`config.mk`:
```
export PLATFORM = sky130hd
export DESIGN_NAME = handwrite_canvas
export DESIGN_NICKNAME = d
export VERILOG_FILES = /design/src/rtl/canvas_pkg.sv /design/src/rtl/canvas_pixel_map.sv /design/src/rtl/handwrite_canvas.sv
export SDC_FILE = /design/constraint.sdc
export NUM_CORES = 2
export LEC_CHECK = 0
export BUFFER_PORTS_ARGS = -buffer_cell sky130_fd_sc_hd__buf_2
export CORE_AREA = 3 3 364 366
export CTS_CLUSTER_SIZE = 16
export DETAILED_ROUTE_END_ITERATION = 10
export DIE_AREA = 0 0 367 369
export PLACE_DENSITY = 0.53
export SYNTH_ARGS = -nofsm -noshare
export SYNTH_HDL_FRONTEND = slang
export SYNTH_HIERARCHICAL = 1
export SYNTH_SLANG_ARGS = --single-unit
export TNS_END_PERCENT = 100
```
`constraint.sdc`:
```
create_clock -name i_clk -period 6.27 [get_ports i_clk]
set_input_delay 1.881 -clock i_clk [delete_from_list [all_inputs] [get_ports i_clk]]
set_output_delay 1.881 -clock i_clk [all_outputs]
set_load 0.02 [all_outputs]
```
`src/rtl/canvas_pkg.sv`:
```
// Shared grid constants, FSM state encoding and the bitmap index helper
// for the handwriting canvas.
package canvas_pkg;
  localparam int GRID      = 30;
  localparam int GRID_BITS = 900;

  typedef enum logic [2:0] {
    ST_IDLE,
    ST_PAINT,
    ST_CLEAR,
    ST_START,
    ST_WAIT
  } state_t;

  function automatic logic [9:0] cell_index(input logic [4:0] row, input logic [4:0] col);
    return 10'(row) * 10'(GRID) + 10'(col);
  endfunction
endpackage

```
`src/rtl/canvas_pixel_map.sv`:
```
// Combinational screen-pixel to grid-cell mapping with range qualification.
module canvas_pixel_map
  import canvas_pkg::*;
#(
  parameter int ORIGIN_X   = 80,
  parameter int ORIGIN_Y   = 0,
  parameter int CELL_SHIFT = 4
) (
  input  logic [9:0] x,
  input  logic [9:0] y,
  output logic [4:0] row,
  output logic [4:0] col,
  output logic       in_range
);
  logic [10:0] diff_x;
  logic [10:0] diff_y;
  logic [9:0]  col_full;
  logic [9:0]  row_full;

  always_comb begin
    // The extra top bit acts as the borrow, so it flags a sample left of or above the origin.
    diff_x   = {1'b0, x} - 11'(ORIGIN_X);
    diff_y   = {1'b0, y} - 11'(ORIGIN_Y);
    col_full = diff_x[9:0] >> CELL_SHIFT;
    row_full = diff_y[9:0] >> CELL_SHIFT;
    col      = col_full[4:0];
    row      = row_full[4:0];
    in_range = !diff_x[10] && !diff_y[10] &&
               (col_full < 10'(GRID)) && (row_full < 10'(GRID));
  end
endmodule

```
`src/rtl/handwrite_canvas.sv`:
```
// 30x30 handwriting bitmap: paints a square brush per pen sample, clears
// row by row, and freezes while the digit recognizer is scoring it.
module handwrite_canvas
  import canvas_pkg::*;
#(
  parameter int ORIGIN_X   = 80,
  parameter int ORIGIN_Y   = 0,
  parameter int CELL_SHIFT = 4,
  parameter int BRUSH_R    = 1
) (
  input  logic                 i_clk,
  input  logic                 i_rst_n,
  input  logic                 i_pen_valid,
  output logic                 o_pen_ready,
  input  logic [9:0]           i_pen_x,
  input  logic [9:0]           i_pen_y,
  input  logic                 i_clear,
  input  logic                 i_recognize,
  input  logic                 i_digit_valid,
  output logic                 o_button_pressed_n,
  output logic [GRID_BITS-1:0] o_handwrite,
  output logic                 o_locked
);
  localparam int SPAN = 2 * BRUSH_R + 1;
  localparam int CW   = $clog2(SPAN + 1);
  localparam logic [CW-1:0] LAST = CW'(SPAN - 1);

  state_t                 state_reg, state_next;
  logic [GRID_BITS-1:0]   handwrite_reg;
  logic [4:0]             center_row_reg, center_col_reg;
  logic [CW-1:0]          dy_reg, dx_reg;
  logic [4:0]             clr_row_reg;

  logic [4:0]             map_row, map_col;
  logic                   map_in_range;
  int                     tgt_row, tgt_col;
  logic                   paint_ok;
  logic [9:0]             paint_idx;
  logic                   paint_last;

  canvas_pixel_map #(
    .ORIGIN_X  (ORIGIN_X),
    .ORIGIN_Y  (ORIGIN_Y),
    .CELL_SHIFT(CELL_SHIFT)
  ) u_pixel_map (
    .x       (i_pen_x),
    .y       (i_pen_y),
    .row     (map_row),
    .col     (map_col),
    .in_range(map_in_range)
  );

  always_comb begin
    tgt_row    = int'(center_row_reg) + int'(dy_reg) - BRUSH_R;
    tgt_col    = int'(center_col_reg) + int'(dx_reg) - BRUSH_R;
    paint_ok   = (tgt_row >= 0) && (tgt_row < GRID) && (tgt_col >= 0) && (tgt_col < GRID);
    paint_idx  = cell_index(tgt_row[4:0], tgt_col[4:0]);
    paint_last = (dy_reg == LAST) && (dx_reg == LAST);
  end

  always_ff @(posedge i_clk or negedge i_rst_n) begin
    if (!i_rst_n) state_reg <= ST_IDLE;
    else          state_reg <= state_next;
  end

  always_comb begin
    state_next = state_reg;
    case (state_reg)
      ST_IDLE: begin
        if (i_clear)                          state_next = ST_CLEAR;
        else if (i_recognize)                 state_next = ST_START;
        else if (i_pen_valid && map_in_range) state_next = ST_PAINT;
      end
      ST_PAINT: if (paint_last)               state_next = ST_IDLE;
      ST_CLEAR: if (clr_row_reg == 5'(GRID - 1)) state_next = ST_IDLE;
      ST_START:                               state_next = ST_WAIT;
      ST_WAIT:  if (i_digit_valid)            state_next = ST_IDLE;
      default:                                state_next = ST_IDLE;
    endcase
  end

  always_ff @(posedge i_clk or negedge i_rst_n) begin
    if (!i_rst_n) begin
      handwrite_reg  <= '0;
      center_row_reg <= '0;
      center_col_reg <= '0;
      dy_reg         <= '0;
      dx_reg         <= '0;
      clr_row_reg    <= '0;
    end else begin
      case (state_reg)
        ST_IDLE: begin
          // Capturing every IDLE cycle is harmless: PAINT is only entered on an accepted sample.
          center_row_reg <= map_row;
          center_col_reg <= map_col;
          dy_reg         <= '0;
          dx_reg         <= '0;
          clr_row_reg    <= '0;
        end
        ST_PAINT: begin
          if (paint_ok) handwrite_reg[paint_idx] <= 1'b1;
          if (dx_reg == LAST) begin
            dx_reg <= '0;
            dy_reg <= dy_reg + 1'b1;
          end else begin
            dx_reg <= dx_reg + 1'b1;
          end
        end
        ST_CLEAR: begin
          handwrite_reg[cell_index(clr_row_reg, 5'd0) +: GRID] <= '0;
          clr_row_reg <= clr_row_reg + 1'b1;
        end
        default: ;
      endcase
    end
  end

  assign o_handwrite        = handwrite_reg;
  assign o_pen_ready        = (state_reg == ST_IDLE);
  assign o_button_pressed_n = (state_reg != ST_START);
  assign o_locked           = (state_reg == ST_WAIT);
endmodule

```
==> metrics.txt <==
Cell Area, Placed=0.0488 mm²; max_slew headroom=0.106; Post-synth EDFFs=0; Die X=367 µm; crit path launch type=register; top cell type's share of synthesized area=0.584; Worst-Margin Slew=1.34 ns; Buf+Inv Stages, Crit Path=8; worst min path class=register to register; Worst Hold Slack=0.488 ns; Crit path depth=23; crit path max fanout=10; Worst Path Arrival=6.59 ns; Tmin final=5.96 ns; reg2reg start=dy_reg[1]; total number of vias=38,922; Final Non-Filler Cells=6,751; First DRT Iteration DRCs=4,599; Setup WS pre-CTS=0.0494 ns; slowest stage delay, CP=0.60 ns; H-tree levels=3; design area=0.0524 mm²; Core Area=0.129 mm²; FF+latch count, synth=922; drt wl/cell=32.2 µm; area grow syn2layout=32.7%; Top Ports=929; Crit Reg-Reg Endpoint=o_handwrite[478]; Syn Inst Count=3,950; Final Hold Viols=0; Largest register FFs=900; Layout Nets=5,015; DIE HEIGHT=369 µm; Final Cycle Share=0.950; worst path required time=6.90 ns; Reg clk slew, reported paths=0.06 ns; top_reg_cell synth=dfrtp_1; run status=finished, final reports clean; f_max=0.168 GHz; worst setup path end=o_handwrite[478]; Routed WL=218 mm; Crit-path slowest cell=or4_1; largest area contributor in the netlist=dfrtp_1; Clock Latency Late Sink=0.76 ns; Max-cap violations=0; worst setup margin=0.311 ns; Worst Setup SP=dy_reg[1]; first-pass GRT wire length=299 mm; Slew Limit Fails=0; DRT antenna net count=0; vias in the first global route=37,782; Die ar.=0.135 mm²; cts hold-fix bufs=0; initial antenna violation count=12; Seq/Total Area, Yosys=0.584; r2r worst-path depth=23; r2r setup slk=0.31 ns; Async SR Flop Fraction=1.00; Vias/cell=5.77; Placer Congestion=0.951; share of cells above drive strength 1=0.307; Clock Skew=0.0689 ns; Crit. End Element=register; total global-route track usage=0.310; Final Setup Violations=0; hold path depth=2; largest net degree at the start of global routing=128; Synth area leaders=dfrtp_1 (58%), a21oi_1 (16%), a31oi_1 (3.9%), nor2_1 (3.4%), clkbuf_1 (2.2%); most frequent cells after synthesis=a21oi_1 (1,301), dfrtp_1 (922), nor2_1 (355); net count after synthesis=4,045; first drt pass iteration count=6; synthesized area=0.0395 mm²; Mean Syn Cell Area=10.0 µm²; CTS max path bufs=3; Starting Density=0.305; crit-path cells=inv_1 -> ha_1 -> inv_1 -> ha_1 -> fa_1 -> inv_1 -> fa_1 -> inv_1 -> fa_1 -> inv_1 -> fa_1 -> inv_1 -> ha_1 -> o21a_1 -> a21oi_2 -> nor2_1 -> and3_1 -> or4_1 -> buf_4 -> a211oi_4 -> buf_6 -> a21oi_1 -> a21oi_1; CP most frequent cell=inv_1; port bufs=920; GR Overflow Total=0; TritonCTS clock tree=built; root buffer cell=clkbuf_16; cell family contributing the most delay on the critical path=adder cells; Cells after DPL=6,557; count leader, synth=a21oi_1; # rows=132; total CTS buffers=102; YS warnings=6; Netlist cell types=83; Setup Crit Path Kind=register to register; HPWL Detailed=155 mm; TritonCTS Sinks=922; DRC errors left=0
-- worst min path at each step --
stage	from	endpoint	slack, ns
4_1_cts	o_handwrite[348]	o_handwrite[348]	0.49
3_5_place_dp	o_handwrite[784]	o_handwrite[784]	0.48
5_1_grt	o_handwrite[860]	o_handwrite[860]	0.51
2_1_floorplan	dx_reg[0]	dx_reg[1]	0.50
6_report	o_handwrite[348]	o_handwrite[348]	0.49
3_3_place_gp	o_handwrite[594]	o_handwrite[594]	0.47
-- per-layer routing --
layer / track usage / part of all wire / routed length (µm)
met5: 0 / 0.000060 / 13
met2: 0.482 / 0.45 / 98200
met4: 0.146 / 0.052 / 11200
met3: 0.0796 / 0.090 / 19600
met1: 0.403 / 0.41 / 88500
-- area by class of cell --
class / instances / area, µm²
fillers: 13101 / 77100
flip-flops and latches: 922 / 23100
multi-input cells: 2601 / 15400
repair buffers: 1228 / 8050
clock buffers: 150 / 2940
well taps: 1742 / 2180
clock inverters: 42 / 554
inverters: 65 / 244
diodes: 1 / 2.50
-- stage by stage --
step | setup TNS [ns] | util
2_1_floorplan | 0 | -
3_3_place_gp | -0.991 | 0.377
3_5_place_dp | 0 | 0.377
4_1_cts | 0 | 0.404
5_1_grt | -0.0287 | 0.405
6_report | 0 | 0.405
-- tightest hold or removal path, stage by stage (launching register included) --
cell and delay, ns:
dfrtp_1 0.33, a31oi_1 0.04, nor2_1 0.07
-- kinds of logic (layout without fill, tap and decap cells) --
| group | after synthesis | count (layout) | synth area share |
|---|---|---|---|
| and+or+nand+nor | 659 | 659 | 0.0762 |
| buffers and inverters | 427 | 1485 | 0.0449 |
| adders and majority gates | 69 | 69 | 0.0251 |
| DFF | 922 | 922 | 0.584 |
| other | 0 | 1 | 0 |
| AOI/OAI and AO/OA | 1840 | 1840 | 0.262 |
| xor gates and xnor gates | 33 | 33 | 0.00766 |
-- cell usage in the layout, fill, tap and decap left out, types with 27 or more instances in the layout --
cell type and n:
a21oi_1 1291, dfrtp_1 922, buf_2 919, nor2_1 316, a31oi_1 247, buf_4 218, clkbuf_16 102, buf_12 88
nand2_1 80, inv_1 63, a2bb2oi_1 56, ha_1 52, nand3_1 51, o21ai_0 42, nor3_1 29, nor3_2 29
clkbuf_1 27
-- what timing repair did --
| action | in CTS | in global routing |
|---|---|---|
| setup endpoints to repair | 0 | 318 |
| resized for setup | 0 | 17 |
| buffers inserted | 0 | 1 |
Power is left out: the tool's default activity adds up to more than one toggle a clock period on the data nets, which glitch-free logic cannot reach.
